===== src/rtl/tx_bank_sched.sv =====
// rtl/tx_bank_sched.sv - ping-pong bank scheduler for the double-buffered TX RAM
//
// Purpose: hands a free bank to the packet decoder, generates RAM write
// addresses, queues completed banks and passes them in fill order to the USB
// slave FIFO, recovering a bank if the FIFO never reports completion.
//
// Ports:
//   clk, rst            clock, synchronous active-high reset
//   wr_sop/wr_vd/wr_eop decoder packet start, data word, packet end
//   wr_ready            a bank is available for wr_sop (registered)
//   wr_en/wr_addr       RAM write strobe and {bank, offset} address
//   wr_ovf              sticky: a word was dropped on a full bank
//   ep_full             EP6 full flag
//   tx_start/tx_bank/tx_len  handover pulse, bank index, word count
//   tx_done             slave FIFO finished the bank
//   tx_abort/err_to     timeout pulse and sticky timeout flag
//   pend_cnt            banks in READY or SENDING
module tx_bank_sched #(
  parameter int ADDR_NBIT = 8,
  parameter int TO_NBIT   = 16,
  parameter int TIMEOUT   = 48000
) (
  input  logic                 clk,
  input  logic                 rst,
  input  logic                 wr_sop,
  input  logic                 wr_vd,
  input  logic                 wr_eop,
  output logic                 wr_ready,
  output logic                 wr_en,
  output logic [ADDR_NBIT:0]   wr_addr,
  output logic                 wr_ovf,
  input  logic                 ep_full,
  output logic                 tx_start,
  output logic                 tx_bank,
  output logic [ADDR_NBIT:0]   tx_len,
  input  logic                 tx_done,
  output logic                 tx_abort,
  output logic                 err_to,
  output logic [1:0]           pend_cnt
);

  typedef enum logic [1:0] {B_FREE, B_FILLING, B_READY, B_SENDING} bank_t;
  typedef enum logic {W_IDLE, W_FILL} wstate_t;
  typedef enum logic [1:0] {R_IDLE, R_START, R_WAIT} rstate_t;

  localparam logic [TO_NBIT-1:0] TO_LAST = TO_NBIT'(TIMEOUT - 1);

  bank_t              bank_q [2];
  bank_t              bank_d [2];
  logic [ADDR_NBIT:0] len_q  [2];
  logic [ADDR_NBIT:0] len_d  [2];
  wstate_t            ws_q, ws_d;
  rstate_t            rs_q, rs_d;
  logic               wr_ptr_q, wr_ptr_d;
  logic               rd_ptr_q, rd_ptr_d;
  logic [ADDR_NBIT:0] offset_q, offset_d;
  logic [TO_NBIT-1:0] to_q, to_d;
  logic               wr_ovf_d, err_to_d, tx_bank_d, wr_ready_d;
  logic [ADDR_NBIT:0] tx_len_d, pkt_len;
  logic [1:0]         pend_d;
  logic               accept, timeout_hit;

  always_comb begin
    bank_d[0]  = bank_q[0];
    bank_d[1]  = bank_q[1];
    len_d[0]   = len_q[0];
    len_d[1]   = len_q[1];
    ws_d       = ws_q;
    rs_d       = rs_q;
    wr_ptr_d   = wr_ptr_q;
    rd_ptr_d   = rd_ptr_q;
    offset_d   = offset_q;
    to_d       = to_q;
    wr_ovf_d   = wr_ovf;
    err_to_d   = err_to;
    tx_bank_d  = tx_bank;
    tx_len_d   = tx_len;
    tx_abort   = 1'b0;

    // offset never exceeds DEPTH, so its MSB alone means "bank full"
    accept      = (ws_q == W_FILL) && wr_vd && !offset_q[ADDR_NBIT];
    pkt_len     = offset_q + {{ADDR_NBIT{1'b0}}, accept};
    timeout_hit = (rs_q == R_WAIT) && !tx_done && (to_q == TO_LAST);

    case (ws_q)
      W_IDLE: begin
        if (wr_sop && wr_ready) begin
          ws_d             = W_FILL;
          bank_d[wr_ptr_q] = B_FILLING;
          offset_d         = '0;
        end
      end
      default: begin
        if (accept) offset_d = offset_q + (ADDR_NBIT+1)'(1);
        if (wr_vd && offset_q[ADDR_NBIT]) wr_ovf_d = 1'b1;
        if (wr_eop) begin
          ws_d = W_IDLE;
          if (pkt_len == '0) begin
            bank_d[wr_ptr_q] = B_FREE;
          end else begin
            bank_d[wr_ptr_q] = B_READY;
            len_d[wr_ptr_q]  = pkt_len;
            wr_ptr_d         = ~wr_ptr_q;
          end
        end
      end
    endcase

    // The reader only ever touches READY/SENDING banks and the writer only
    // FREE/FILLING ones, so both updates can apply in the same cycle.
    case (rs_q)
      R_IDLE: begin
        if ((bank_q[rd_ptr_q] == B_READY) && !ep_full) begin
          rs_d      = R_START;
          tx_bank_d = rd_ptr_q;
          tx_len_d  = len_q[rd_ptr_q];
        end
      end
      R_START: begin
        bank_d[rd_ptr_q] = B_SENDING;
        to_d             = '0;
        rs_d             = R_WAIT;
      end
      R_WAIT: begin
        if (tx_done || timeout_hit) begin
          bank_d[rd_ptr_q] = B_FREE;
          rd_ptr_d         = ~rd_ptr_q;
          rs_d             = R_IDLE;
        end else begin
          to_d = to_q + TO_NBIT'(1);
        end
        if (timeout_hit) begin
          tx_abort = 1'b1;
          err_to_d = 1'b1;
        end
      end
      default: rs_d = R_IDLE;
    endcase

    // Registered from next state so they match the bank states exactly
    wr_ready_d = (ws_d == W_IDLE) && (bank_d[wr_ptr_d] == B_FREE);
    pend_d     = {1'b0, (bank_d[0] == B_READY) || (bank_d[0] == B_SENDING)}
               + {1'b0, (bank_d[1] == B_READY) || (bank_d[1] == B_SENDING)};
  end

  assign wr_en    = accept;
  assign wr_addr  = (ws_q == W_FILL) ? {wr_ptr_q, offset_q[ADDR_NBIT-1:0]} : '0;
  assign tx_start = (rs_q == R_START);

  always_ff @(posedge clk) begin
    if (rst) begin
      bank_q[0] <= B_FREE;
      bank_q[1] <= B_FREE;
      len_q[0]  <= '0;
      len_q[1]  <= '0;
      ws_q      <= W_IDLE;
      rs_q      <= R_IDLE;
      wr_ptr_q  <= 1'b0;
      rd_ptr_q  <= 1'b0;
      offset_q  <= '0;
      to_q      <= '0;
      wr_ovf    <= 1'b0;
      err_to    <= 1'b0;
      tx_bank   <= 1'b0;
      tx_len    <= '0;
      wr_ready  <= 1'b0;
      pend_cnt  <= 2'd0;
    end else begin
      bank_q[0] <= bank_d[0];
      bank_q[1] <= bank_d[1];
      len_q[0]  <= len_d[0];
      len_q[1]  <= len_d[1];
      ws_q      <= ws_d;
      rs_q      <= rs_d;
      wr_ptr_q  <= wr_ptr_d;
      rd_ptr_q  <= rd_ptr_d;
      offset_q  <= offset_d;
      to_q      <= to_d;
      wr_ovf    <= wr_ovf_d;
      err_to    <= err_to_d;
      tx_bank   <= tx_bank_d;
      tx_len    <= tx_len_d;
      wr_ready  <= wr_ready_d;
      pend_cnt  <= pend_d;
    end
  end

endmodule


===== config.mk =====
export PLATFORM = sky130hd
export DESIGN_NAME = tx_bank_sched
export DESIGN_NICKNAME = d
export VERILOG_FILES = /design/src/rtl/tx_bank_sched.sv
export SDC_FILE = /design/constraint.sdc
export NUM_CORES = 1
export LEC_CHECK = 0
export BUFFER_PORTS_ARGS = -buffer_cell sky130_fd_sc_hd__buf_2
export CAP_MARGIN = 20
export CELL_PAD_IN_SITES_DETAIL_PLACEMENT = 1
export CELL_PAD_IN_SITES_GLOBAL_PLACEMENT = 1
export CORE_MARGIN = 3
export CORE_UTILIZATION = 40
export CTS_CLUSTER_SIZE = 12
export DETAILED_ROUTE_END_ITERATION = 10
export PLACE_DENSITY_LB_ADDON = 0.1
export SLEW_MARGIN = 20
export SYNTH_ARGS = -nofsm -noshare
export SYNTH_HDL_FRONTEND = slang
export SYNTH_SLANG_ARGS = --single-unit

===== constraint.sdc =====
create_clock -name clk -period 3.2 [get_ports clk]
set_input_delay 0.16 -clock clk [delete_from_list [all_inputs] [get_ports clk]]
set_output_delay 0.16 -clock clk [all_outputs]
set_load 0.03 [all_outputs]

# After elaboration in Yosys (flattened, before gate mapping)
# Memory sizes are Yosys's and may differ from the RTL's. A register that Yosys moved wholly into a read port is not among the register bits.
# Index checks and enable logic that the tools add are counted.
dict set report word_totals {
  ff_bits 36
  mem_bits_rw 22
  input_bits 7
  out_inout_bits 27
  wordCells 128
  mem_count 2
}
# name words width read_ports rd_clocked_by_memory_dff wr line
set memory_table {}
lappend memory_table {len_q 2 9 3 1 2 50} ;# logic [ADDR_NBIT:0] len_q [2];
lappend memory_table {bank_q 2 2 3 1 2 48} ;# bank_t bank_q [2];
dict set report op_classes {
  n_addsub 4
  n_lt_le_gt_ge 5
  n_eq_ne 12
  muxes 45
  bitwise_logic 21
  n_reduce_logical 28
}
# cell count
set ops {}
lappend ops {{$mux W9} 7}
lappend ops {{$mux W18} 3}
lappend ops {{$pmux W16 S2} 1}
lappend ops {{$mux W4} 5}
lappend ops {{$bwmux W18} 1}
lappend ops {{$mux W2} 9}
lappend ops {{$add A16 B1 Y16 const B} 1}
lappend ops {{$eq A16 B16 Y1 const B} 1}
lappend ops {{$mux W16} 1}
lappend ops {{$reduce_and A2 Y1} 7}
lappend ops {{$mux W1} 13}
lappend ops {{$eq A2 B2 Y1 const B} 6}
lappend ops {{$logic_and A1 B1 Y1} 10}
lappend ops {{$add A9 B1 Y9} 1}
lappend ops {{$add A9 B1 Y9 const B} 1}
lappend ops {{$demux W9 S1} 1}
lappend ops {{$logic_not A9 Y1} 1}
lappend ops {{$and A4 B4 Y4} 2}
lappend ops {{$not A4 Y4} 2}
lappend ops {{$pmux W4 S2} 1}
lappend ops {{$ge A2 B2 Y1 const B} 3}
lappend ops {{$ne A2 B2 Y1 const B} 3}
lappend ops {{$not A1 Y2} 3}
lappend ops {{$pmux W2 S3} 1}
lappend ops {{other kinds (15)} 31}

# Longest topological paths before layout
# Gate-level depths: netlist of run 1.
dict set report logic_depth {
  ltp_word 18
  depth_mapped 12
  depth_no_buf 12
}

# Worst setup path before layout of run 1
# No wires, ideal clock.
dict set report synth_path {
  kind {register to register}
  from {reg offset_q[8]}
  to {reg pend_cnt[0]}
  setup_time_ns 0.127
  t_arrival_ns 3.220
  t_required_ns 3.073
  setup_slack_ns -0.147
  stages_incl_launch_ff 11
  n_path_buf 1
  period_less_slack_ns 3.347
  path_cell_list {dfxtp_1 -> clkbuf_1 -> nor2_1 -> ha_1 -> ha_1 -> or4_4 -> a2111oi_4 -> and4b_1 -> nor2_1 -> ha_1 -> nor2b_1}
}
dict set report synth_via {
  elab_chain_len 13
  elab_cells_between_ends 18
  classes_between {2 x add/sub; 4 x eq/ne; 5 x mux; 2 x bitwise; 5 x reduce/logical}
}
# element line
set synth_rtl {}
lappend synth_rtl {{from (decl)} 56} ;# logic [ADDR_NBIT:0] offset_q, offset_d;
lappend synth_rtl {{from (signal assigned)} 177} ;# offset_q <= offset_d;
lappend synth_rtl {{$logic_not A1 Y1 *} 81} ;# accept = (ws_q == W_FILL) && wr_vd && !offset_q[ADDR_NBIT];
lappend synth_rtl {{$logic_and A1 B1 Y1 *} 81}
lappend synth_rtl {{via wr_en} 29} ;# output logic wr_en,
lappend synth_rtl {{$add A9 B1 Y9 *} 82} ;# pkt_len = offset_q + {{ADDR_NBIT{1'b0}}, accept};
lappend synth_rtl {{via pkt_len[1]} 59} ;# logic [ADDR_NBIT:0] tx_len_d, pkt_len;
lappend synth_rtl {{$logic_not A9 Y1 *} 98} ;# if (pkt_len == '0) begin
lappend synth_rtl {{$mux W4 *} 98}
lappend synth_rtl {{$mux W4 *} 96} ;# if (wr_eop) begin
lappend synth_rtl {{$mux W4 *} 85} ;# case (ws_q)
lappend synth_rtl {{$and A4 B4 Y4 (no source line)} -}
lappend synth_rtl {{$mux W4} 125} ;# if (tx_done || timeout_hit) begin
lappend synth_rtl {{$pmux W4 S2 *} 111} ;# case (rs_q)
lappend synth_rtl {{$eq A2 B2 Y1, on equally long branches} {142, 143}}
lappend synth_rtl {{$logic_or A1 B1 Y1, on equally long branches} {142, 143}}
lappend synth_rtl {{$add A1 B1 Y2 *} 143} ;# + {1'b0, (bank_d[1] == B_READY) || (bank_d[1] == B_SENDING)};
lappend synth_rtl {{via pend_d[0]} 60} ;# logic [1:0] pend_d;
lappend synth_rtl {{to (signal assigned)} 184} ;# pend_cnt <= pend_d;
lappend synth_rtl {{to (decl)} 39} ;# output logic [1:0] pend_cnt
# The timed path passes the listed nets; every way through them passes the cells marked *.
# A chain may end at the register's enable or synchronous reset.

# Final worst setup path of run 1
dict set report layout_path {
  from {reg ws_q}
  to {reg pend_cnt[0]}
}
dict set report layout_via {
  elab_chain_len 13
  elab_cells_between_ends 18
  classes_between {2 x add/sub; 4 x eq/ne; 5 x mux; 2 x bitwise; 5 x reduce/logical}
}
# element line
set layout_rtl {}
lappend layout_rtl {{from (decl)} 52} ;# wstate_t ws_q, ws_d;
lappend layout_rtl {{from (signal assigned)} 173} ;# ws_q <= ws_d;
lappend layout_rtl {{$logic_and A1 B1 Y1 * (2 in a row)} 81}
lappend layout_rtl {{$add A9 B1 Y9 *} 82}
lappend layout_rtl {{via pkt_len[1]} 59}
lappend layout_rtl {{$logic_not A9 Y1 *} 98}
lappend layout_rtl {{$mux W4 *} 98}
lappend layout_rtl {{$mux W4 *} 96}
lappend layout_rtl {{$mux W4 *} 85}
lappend layout_rtl {{$and A4 B4 Y4 (no source line)} -}
lappend layout_rtl {{$mux W4} 125}
lappend layout_rtl {{$pmux W4 S2 *} 111}
lappend layout_rtl {{$eq A2 B2 Y1, on equally long branches} {142, 143}}
lappend layout_rtl {{$logic_or A1 B1 Y1, on equally long branches} {142, 143}}
lappend layout_rtl {{$add A1 B1 Y2 *} 143}
lappend layout_rtl {{via pend_d[0]} 60}
# Marks and branches as above.

==> results.md, run 1 <==
* Syn. warnings at 0
* Leakage power total at around 1.4 nW
* Post-synth design cell area at 0.00348 mm2
* Core utilization of the finished layout at 47.3%
* Resized Gates After CTS at 0
* Run status: finished, final reports clean
* Via count of the first global-routing pass at 2999
* Combinational family with the most area after synthesis: simple AND/OR/NAND/NOR gates
* Fraction of final layout cells with drive strength greater than 1 at 20.0%
* Slowest stage delay, CP at 0.51 ns
* Weighted congestion at the end of routability-driven global placement at 0.753
* Worst hold path class: in -> reg
* Final period demand of the worst path at just under 3 ns
* Number of cells on the worst reg-to-reg path at 10
* Worst skew pair latency at 0.35 ns
* Maximum operating frequency at 338 MHz
* Number of hold-repair buffers added at the cts stage at 0
* FF-to-FF End: pend_cnt[0]
* Largest area contributor in the netlist: dfxtp_1
* Total count of hold-check failures in the final report at 0
* Tot Pwr at 1.69 mW
* Leading register cell type out of synthesis: dfxtp_1
* Cell with the largest stage delay on the worst path: or4_4
* PnR worst setup slack at about 0.24 ns
* X dimension of the die at 99.3 um
* Maximum resistive drop on vdd at 0.178 mV
* XOR/XNOR share of the synthesized area at 6.80%
* Final Slew Violations at 0
* Critical path endpoint category: register
* Standard-cell row count at 33
* Area overhead of the layout relative to synthesis at 13.5%
* Remaining Overflow, GRT at 0
* Type of the worst setup path: reg -> reg
* Required time reported for the critical path endpoint at ~3.4 ns
* H-Tree Level Count at 3
* Post-Synth Adder-Cell Area at 2.88%
* Number of buffer cells added on primary ports at 33
* Via count normalized by instance count at 5.37
* Fillers at 983
* Total core area at 0.00834 mm2
* Pwr/cell area at between 400 and 500 mW/mm2
* Synth unique cells at between 50 and 60
* Total length of routed wires at 8550 um
* Largest clock skew in the final design at 0.0117 ns
* Post-synth ARST share at 0%
* First-pass GRT wire length at 14900 um
* Top Metal Used: met4
* Multiplexer share of the synthesized area at under 10%
* Area used by sequential logic in the layout at 0.00136 mm2
* Avg Synthesized Cell Area at ~8.9 um2
* Full die area at 0.00985 mm2
* TritonCTS Sinks at 68
* Max transition margin at 48.9%
* Data arrival time of the worst path at 3.20 ns
* DP HPWL at about 6200 um
* Total number of vias at 2873
* Count of state elements after synthesis at 68
* Combined area of the multi-input logic cells at 0.00196 mm2
* Area share of the leading cell type in the synthesized netlist at about two fifths
* CP cell instances: nand2_1, nor2_2, ha_1, ha_1, or4_4, a2111oi_4, and4b_1, nor2_1, ha_1, nor2b_1
* RSZ-0062 raised after global routing: no
* Clock transition at the registers of the reported paths at about 0.080 ns
* TritonCTS Buffers at 9
* Destination of the critical timing path: pend_cnt[0]
* Final-report setup violation count at 0
* Library cell used as clock root buffer: clkbuf_8
* Average wire per cell in the routed design at 16.0 um
* Number of optimization iterations in the first detailed-route pass at 4
* Maximum number of buffers from clock root to sink at 2
* Share of synthesized area occupied by flip-flops and latches at 39.1%
* Timing startpoint of the critical path: ws_q
* Total Routing Usage GR at 18.8%
* Synthesized netlist net count at 408
* Transition time at the pin with the least slew margin at 0.766 ns
* First-iteration detailed-routing DRC count at between 60 and 70
* DRC violations left at 0
* Largest net degree at the start of global routing at 36
* Height of the die at ~99 um
* Post-Route M1 WL at 4200 um
* Dpl ws at 0.187 ns
* Routed wl met3 at 209 um
* Count of nets left with antenna violations after detail routing at 0
* Inserted Diodes at 0
* Worst Path Max Fanout at 4
* Post-synthesis simple-gate area fraction at between 20% and 30%
* Share of the synthesized area in compound gates (AO/OA/AOI/OAI) at 16.5%
* Effective utilization at floorplan at 41.7%
* Most used cells in the layout excluding fill and tap cells: nor2_1 (72), dfxtp_1 (68), buf_2 (33)
* Number of top-level pins at 34
* Post-synth EDFFs at 0
* Max-capacitance violation count at 0
* Routed length on met2 at 4040 um
* Commonest non-fill, non-tap cell in the layout: nor2_1
* Number of antenna violations at the first check in global routing at 0
* Cell types occupying the most area after synthesis: dfxtp_1 (39%), nor2_1 (7.9%), a211oi_2 (5.4%), mux2i_1 (4.3%), xor2_1 (4.3%)
* Clock tree from TritonCTS: done
* Cell occurring most often along the worst timing path: ha_1
* Setup slack of the worst register-to-register path at 0.24 ns
* Post-layout net count at 441
* R2R Path Start: ws_q
* Total Neg Setup Slack at 0 ns
* Synth Instances at 393
* Critical path startpoint category: register
* Final period util at slightly above 90%
==> where the power goes <==
part / internal [mW] / switching [mW] / leakage [nW] / total (mW)
clock: 0.397 / 0.326 / 0.105 / 0.723
combinational: 0.0366 / 0.0702 / 0.761 / 0.107
sequential: 0.854 / 0.00735 / 0.548 / 0.861
total: 1.29 / 0.404 / 1.41 / 1.69
==> stage by stage <==
step | area, um2 | hold WS [ns] | cells
after floorplan | 3480 | 0.324 | 393
after global placement | 3740 | 0.421 | 519
after detailed placement | 3740 | 0.442 | 519
after CTS | 3940 | 0.0692 | 534
after global routing | 3950 | 0.102 | 535
final | 3950 | 0.0958 | 535
==> worst min-delay path by stage <==
stage / startpoint / endpoint / slack [ns] / depth (start not counted)
6_report: wr_vd / wr_ovf / 0.1 / 3
5_1_grt: wr_vd / wr_ovf / 0.10 / 3
4_1_cts: wr_vd / wr_ovf / 0.07 / 3
3_5_place_dp: wr_vd / wr_ovf / 0.44 / 3
3_3_place_gp: wr_vd / wr_ovf / 0.42 / 3
2_1_floorplan: wr_vd / wr_ovf / 0.32 / 2
==> cell families (layout without fill, tap and decap cells) <==
| kind of cell | after synthesis | after routing |
|---|---|---|
| xor gates and xnor gates | 27 | 27 |
| AOI/OAI and AO/OA | 72 | 72 |
| muxes | 16 | 16 |
| adders and majority gates | 8 | 8 |
| buffers and inverters | 34 | 71 |
| and+or+nand+nor | 168 | 168 |
| DFF | 68 | 68 |
==> registers in the layout, summed over array words and instances, names as in the netlist, named ones only <==
signal and flops:
to_q 16, tx_len 9, rd_ptr_q 1, err_to 1, wr_ptr_q 1, pend_cnt 2, ws_q 1, bank_q 4
tx_bank 1, rs_q 2, len_q 18, wr_ovf 1, offset_q 9, wr_ready 1
==> synthesized netlist by cell type, types with 4 or more instances <==
cell type   n
a211oi_1    9
a211oi_2   15
a21oi_1    14
a31oi_1     4
and2_1     10
and3_1      5
buf_2       4
clkbuf_1   11
dfxtp_1    68
ha_1        8
inv_1      13
mux2i_1    15
nand2_1    15
nand2b_1    5
nand3_1     7
nand3b_1    5
nand4_1    15
nor2_1     73
nor2b_1     6
o21ai_0    14
xnor2_1    10
xor2_1     17
==> worst max-delay path, delay by kind of cell (launching register included) <==
kind | cells | cell delay, ns
adders and majority gates | 3 | 0.84
and+or+nand+nor | 6 | 1.28
DFF | 1 | 0.34
AOI/OAI and AO/OA | 1 | 0.40
==> per-layer routing <==
metal	vias to the layer above	GRT usage (%)
li1	1451	-
met1	1385	25.3
met2	27	29.7
met3	10	4.07
met4	0	7.04
met5	-	0
==> layout make-up <==
class	instances	share of cell area (%)
clock inverter	4	1.24
clock buffer	11	3.84
inverter	13	1.24
multi-input combinational	291	49.8
tap	105	3.33
timing repair buffer	43	6.09
sequential	68	34.5
==> what timing repair did <==
action / CTS / global route
hold endpoints to repair: 0 / 0
setup endpoints to repair: 0 / 3
buffers inserted: 0 / 1
(Power assumes the default switching activity.)
==> run 2, diff against run 1 <==
--- a/config.mk
+++ b/config.mk
@@ -5,7 +5,6 @@
 export SDC_FILE = /design/constraint.sdc
 export NUM_CORES = 1
 export LEC_CHECK = 0
-export BUFFER_PORTS_ARGS = -buffer_cell sky130_fd_sc_hd__buf_2
 export CAP_MARGIN = 20
 export CELL_PAD_IN_SITES_DETAIL_PLACEMENT = 1
 export CELL_PAD_IN_SITES_GLOBAL_PLACEMENT = 1
@@ -13,6 +12,7 @@
 export CORE_UTILIZATION = 40
 export CTS_CLUSTER_SIZE = 12
 export DETAILED_ROUTE_END_ITERATION = 10
+export DONT_BUFFER_PORTS = 1
 export PLACE_DENSITY_LB_ADDON = 0.1
 export SLEW_MARGIN = 20
 export SYNTH_ARGS = -nofsm -noshare
==> run 2 against run 1 <==
Clock skew fell by 0.0027 ns. First-iteration DRC count shrank 14%. Core utilization is 1.6 points lower. Critical path type unchanged. Critical endpoint unchanged. Largest cell class unchanged. Highest routed layer unchanged.
==> results.md, run 2 (synthesis results as in run 1) <==
* Total length of routed wires at 8190 um (-4.2%)
* Remaining Overflow, GRT at 0 (unchanged)
* Number of buffer cells added on primary ports at 0 (-100%)
* Data arrival time of the worst path at 3.19 ns (about the same)
* Final period demand of the worst path at 2.96 ns (-0.000943 ns)
* H-Tree Level Count at 3 (unchanged)
* Worst skew pair latency at 0.35 ns (about the same)
* Inserted Diodes at 0 (unchanged)
* First-iteration detailed-routing DRC count at 57 (-14%)
* Fin Hold WS at 0.122 ns (+0.0260 ns)
* Switch Pwr at 0.407 mW (+0.72%)
* Type of the worst setup path: reg -> reg
* Commonest non-fill, non-tap cell in the layout: nor2_1
* Critical path startpoint category: register
* Area overhead of the layout relative to synthesis at 9.60%
* Post-layout net count at 410 (-7.0%)
* X dimension of the die at 99.3 um (unchanged)
* Total count of hold-check failures in the final report at 0 (unchanged)
* Leakage power total at 1.25 nW (-12%)
* Total Routing Usage GR at 17.2% (-1.6 points)
* Largest net degree at the start of global routing at 46 (+28%)
* Number of top-level pins at 34 (unchanged)
* Logic pwr share at 5.4% (-0.9 points)
* Final period util at 92.5% (about the same)
* Total Neg Setup Slack at 0 ns (unchanged)
* First-pass GRT wire length at 13700 um (-8.0%)
* Number of standard cells in the layout, taps in and fillers out at 505 (-5.6%)
* Total core area at 0.00834 mm2 (unchanged)
* Transition time at the pin with the least slew margin at 1.11 ns (+0.340 ns)
* Run status: finished, final reports clean
* Standard-cell row count at 33 (unchanged)
* Final-report setup violation count at 0 (unchanged)
* Clock transition at the registers of the reported paths at 0.08 ns (about the same)
* DRC violations left at 0 (unchanged)
* Effective utilization at floorplan at 41.7% (unchanged)
* Core utilization of the finished layout at 45.7% (-1.6 points)
* Worst Path Max Fanout at 6 (+2)
* TritonCTS Buffers at 9 (unchanged)
* RSZ-0062 raised after global routing: no
* Proportion of total power due to net switching at 24.3% (+0.43 points)
* Total number of vias at 2739 (-4.7%)
* Via count of the first global-routing pass at 2808 (-6.4%)
* Number of antenna violations at the first check in global routing at 0 (unchanged)
* Number of optimization iterations in the first detailed-route pass at 4 (unchanged)
* Clock tree from TritonCTS: done
* DP HPWL at 5800 um (-6.8%)
* Largest registers: len_q: 18 flops, to_q: 16 flops
* Fillers at 991 (+0.81%)
* Required time reported for the critical path endpoint at 3.43 ns (about the same)
* Maximum number of buffers from clock root to sink at 2 (unchanged)
* Critical path endpoint category: register
* Worst hold path class: in -> reg
* Largest clock skew in the final design at 0.00894 ns (-0.00273 ns)
* Full die area at 0.00985 mm2 (unchanged)
* Pwr/cell area at 439 mW/mm2 (+2.4%)
* Max-capacitance violation count at 0 (unchanged)
* Most used cells in the layout excluding fill and tap cells: nor2_1 (72), dfxtp_1 (68), xor2_1 (17)
* Max reg flops at 18 (unchanged)
* Max transition margin at 25.5% (-23 points)
* Library cell used as clock root buffer: clkbuf_8
* Maximum resistive drop on vdd at 0.203 mV (+14%)
* Largest register by flop count: len_q
* Internal power of the cells at 1.27 mW (-1.6%)
* Maximum operating frequency at 338 MHz (about the same)
* Via count normalized by instance count at 5.42 (+1.0%)
* Total placed cells including tap cells at 487 (-6.2%)
* Clock power frac at 42.8% (about the same)
* Weighted congestion at the end of routability-driven global placement at 0.847 (+13%)
* Count of nets left with antenna violations after detail routing at 0 (unchanged)
* TritonCTS Sinks at 68 (unchanged)
* Fraction of final layout cells with drive strength greater than 1 at 13.8% (-6.3 points)
* Average wire per cell in the routed design at 16.2 um (+1.5%)
* Final Slew Violations at 0 (unchanged)
* Power share of the sequential group at 51.8% (+0.9 points)
* Height of the die at 99.3 um (unchanged)
## run 2: path summary, 6_finish.rpt
check / start / slack [ns] / to / cells past startpoint
setup / recovery: ws_q / 0.24 / pend_cnt[0] / 11
hold / removal: rst / 0.12 / to_q[1] / 2
setup reg to reg: ws_q / 0.24 / pend_cnt[0] / 11
hold reg to reg: len_q[1][1] / 0.50 / len_q[1][1] / 2
## run 2: what timing repair did
item | CTS | global route
buffers inserted | 0 | 0
hold buffers | 2 | 0
hold endpoints to repair | 45 | 0
resized for setup | 0 | 0
## run 2: power by group through the flow
stage / combinational, mW / sequential, mW / clock (mW)
6_report: 0.0901 / 0.867 / 0.716
5_1_grt: 0.101 / 0.868 / 0.780
4_1_cts: 0.0909 / 0.867 / 0.748
3_5_place_dp: 0.0761 / 0.887 / 0
3_3_place_gp: 0.0755 / 0.887 / 0
2_1_floorplan: 0.0654 / 0.886 / 0
## run 2: through the flow
stage	power (mW)	area [um2]	setup slack [ns]
detailed placement	0.963	3580	0.279
floorplan	0.951	3480	0.0590
finish	1.67	3810	0.239
global route	1.75	3810	0.00499
global placement	0.963	3580	0.347
CTS	1.71	3810	0.223
## run 2: area by class of cell
cell class / instances / area (um2) / share of cell area [%]
clock buffers: 10 / 138 / 3.61
clock inverters: 6 / 63.8 / 1.67
inverters: 13 / 48.8 / 1.28
multi-input cells: 291 / 1960 / 51.5
flip-flops and latches: 68 / 1360 / 35.7
well taps: 105 / 131 / 3.45
repair buffers: 12 / 105 / 2.76
## run 2: critical path, cell delays in order (launching register included)
cell and delay (ns):
dfxtp_1 0.33, nand2_1 0.08, nor2_2 0.11, ha_1 0.22, ha_1 0.30, nand3_1 0.22, o21a_1 0.29, a2111oi_4 0.50
and4b_1 0.31, nor2_1 0.07, ha_1 0.30, nor2b_1 0.13
## run 2: per-layer routing
metal / routed length (um) / GRT usage, % / up-vias / part of all wire (%)
met5: 0 / 0 / - / 0
met4: 110 / 4.52 / 0 / 1.3
met3: 267 / 4.84 / 10 / 3.3
met2: 3880 / 28.7 / 25 / 47
met1: 3930 / 21.9 / 1310 / 48
li1: - / - / 1394 / -
==> run 3, diff against run 2 <==
--- a/config.mk
+++ b/config.mk
@@ -8,9 +8,7 @@
 export CAP_MARGIN = 20
 export CELL_PAD_IN_SITES_DETAIL_PLACEMENT = 1
 export CELL_PAD_IN_SITES_GLOBAL_PLACEMENT = 1
-export CORE_MARGIN = 3
 export CORE_UTILIZATION = 40
-export CTS_CLUSTER_SIZE = 12
 export DETAILED_ROUTE_END_ITERATION = 10
 export DONT_BUFFER_PORTS = 1
 export PLACE_DENSITY_LB_ADDON = 0.1
==> run 3 against run 2 <==
Cell count shrank 0.59%. Via count grew 1.4%. Total power grew 4.8%. Cell area is essentially flat. Critical endpoint unchanged. Flip-flop and latch count is the same. Core utilization rose by 0.21 points. Setup slack got worse by 0.016 ns. Sequential power hardly changed. Maximum frequency shrank 0.55%.
==> results.md, run 3 (synthesis results as in run 1) <==
* DP HPWL at 5860 um (+1.0%)
* Number of antenna violations at the first check in global routing at 0 (unchanged)
* Largest net degree at the start of global routing at 46 (unchanged)
* Commonest non-fill, non-tap cell in the layout: nor2_1
* Via count of the first global-routing pass at 2729 (-2.8%)
* Via count normalized by instance count at 5.53 (+2.0%)
* Largest registers: len_q: 18 flops, to_q: 16 flops
* Internal power of the cells at 1.33 mW (+4.9%)
* Resized Gates After CTS at 0 (unchanged)
* Total count of hold-check failures in the final report at 0 (unchanged)
* Average wire per cell in the routed design at 16.7 um (+2.8%)
* Critical path endpoint category: register
* Weighted congestion at the end of routability-driven global placement at 0.746 (-12%)
* First-iteration detailed-routing DRC count at 74 (+30%)
* Max reg flops at 18 (unchanged)
* Max transition margin at 41.2% (+16 points)
* Worst Path Max Fanout at 7 (+1)
* TritonCTS Buffers at 9 (unchanged)
* X dimension of the die at 95.3 um (-4.0%)
* Buffer count from post-CTS setup fixing at 0 (unchanged)
* DRC violations left at 0 (unchanged)
* Maximum resistive drop on vdd at 0.252 mV (+24%)
* Worst skew pair latency at 0.35 ns (about the same)
* Worst hold path class: in -> reg
* Pwr/cell area at 460 mW/mm2 (+4.8%)
* Leakage power total at 1.24 nW (-0.38%)
* Transition time at the pin with the least slew margin at 0.877 ns (-0.229 ns)
* H-Tree Level Count at 3 (unchanged)
* Final period demand of the worst path at 2.98 ns (+0.0164 ns)
* Area overhead of the layout relative to synthesis at 9.57% (about the same)
* Maximum operating frequency at 336 MHz (-0.55%)
* TritonCTS Sinks at 68 (unchanged)
* Clock tree from TritonCTS: done
* Height of the die at 95.3 um (-4.0%)
* Standard-cell row count at 33 (unchanged)
* Total core area at 0.00830 mm2 (-0.50%)
* Full die area at 0.00907 mm2 (-7.9%)
* Fillers at 1005 (+1.4%)
* Number of buffer cells added on primary ports at 0 (unchanged)
* Remaining Overflow, GRT at 0 (unchanged)
* Type of the worst setup path: reg -> reg
* Final-report setup violation count at 0 (unchanged)
* Fin Hold WS at 0.119 ns (-0.00276 ns)
* Inserted Diodes at 0 (unchanged)
* Maximum number of buffers from clock root to sink at 2 (unchanged)
* Total length of routed wires at 8370 um (+2.1%)
* Final period util at 93.1% (+0.51 points)
* Number of standard cells in the layout, taps in and fillers out at 502 (-0.59%)
* Number of optimization iterations in the first detailed-route pass at 4 (unchanged)
* Max-capacitance violation count at 0 (unchanged)
* Logic pwr share at 5.0% (-0.4 points)
* Post-layout net count at 407 (-0.73%)
* Clock transition at the registers of the reported paths at 0.09 ns (about the same)
* Number of top-level pins at 34 (unchanged)
* First-pass GRT wire length at 13600 um (-0.96%)
* Fraction of final layout cells with drive strength greater than 1 at 13.1% (-0.65 points)
* Run status: finished, final reports clean
* Total Neg Setup Slack at 0 ns (unchanged)
* Total placed cells including tap cells at 484 (-0.62%)
* Final Slew Violations at 0 (unchanged)
* Library cell used as clock root buffer: clkbuf_8
* Required time reported for the critical path endpoint at 3.43 ns (about the same)
* RSZ-0062 raised after global routing: no
* Power share of the sequential group at 49.5% (-2.3 points)
* Proportion of total power due to net switching at 24.2% (-0.12 points)
* Largest clock skew in the final design at 0.0124 ns (+0.00348 ns)
* Largest register by flop count: len_q
* Switch Pwr at 0.424 mW (+4.3%)
* Total Routing Usage GR at 19.7% (+2.5 points)
* Most used cells in the layout excluding fill and tap cells: nor2_1 (72), dfxtp_1 (68), xor2_1 (17)
* Effective utilization at floorplan at 41.9% (+0.21 points)
* Total number of vias at 2777 (+1.4%)
* Critical path startpoint category: register
* Clock power frac at 45.5% (+2.7 points)
* Data arrival time of the worst path at 3.20 ns (about the same)
* Count of nets left with antenna violations after detail routing at 0 (unchanged)
[run 3: what timing repair did]
item                                    CTS  global route
hold buffers                              2             0
hold endpoints to repair                 45             0
endpoints found under the setup margin    0             0
[run 3: power by group through the flow]
| stage | Clock (mW) | Combinational, mW | Sequential [mW] |
|---|---|---|---|
| finish | 0.797 | 0.0882 | 0.868 |
| global route | 0.860 | 0.0987 | 0.869 |
| CTS | 0.818 | 0.0901 | 0.868 |
| detailed placement | 0 | 0.0758 | 0.888 |
| global placement | 0 | 0.0733 | 0.888 |
| floorplan | 0 | 0.0654 | 0.886 |
[run 3: area by class of cell]
class / count / area [um2] / area share [%]
repair buffers: 9 / 82.6 / 2.17
flip-flops and latches: 68 / 1360 / 35.7
inverters: 13 / 48.8 / 1.28
clock inverters: 7 / 98.8 / 2.59
well taps: 105 / 131 / 3.45
multi-input cells: 291 / 1960 / 51.5
clock buffers: 9 / 124 / 3.25
[run 3: worst paths after layout]
check	from	to	slack, ns	depth (start not counted)
max	offset_q[0]	pend_cnt[0]	0.22	9
min	rst	offset_q[1]	0.12	2
max reg2reg	offset_q[0]	pend_cnt[0]	0.22	9
min reg2reg	len_q[0][0]	len_q[0][0]	0.51	2
[run 3: metal layers]
layer | track usage [%] | wire length, um | part of all wire [%]
met1 | 23.7 | 3870 | 46
met2 | 33.9 | 4180 | 50
met3 | 6.06 | 221 | 2.6
met4 | 5.30 | 101 | 1.2
met5 | 0 | 0 | 0
[run 3: through the flow]
stage	setup slack [ns]	util, %	power [mW]	cell area (um2)
after floorplan	0.0590	-	0.951	3480
after global placement	0.355	42.9	0.961	3560
after detailed placement	0.287	42.9	0.964	3560
after CTS	0.248	45.9	1.78	3810
after global routing	0.0575	45.9	1.83	3810
final	0.222	45.9	1.75	3810
[run 3: critical path, stage by stage, from the launching register on]
cell       delay (ns)
dfxtp_1          0.49
ha_1             0.28
ha_1             0.30
nand3_1          0.21
o21a_1           0.29
a2111oi_4        0.51
and4b_1          0.31
nor2_1           0.07
ha_1             0.29
nor2b_1          0.12
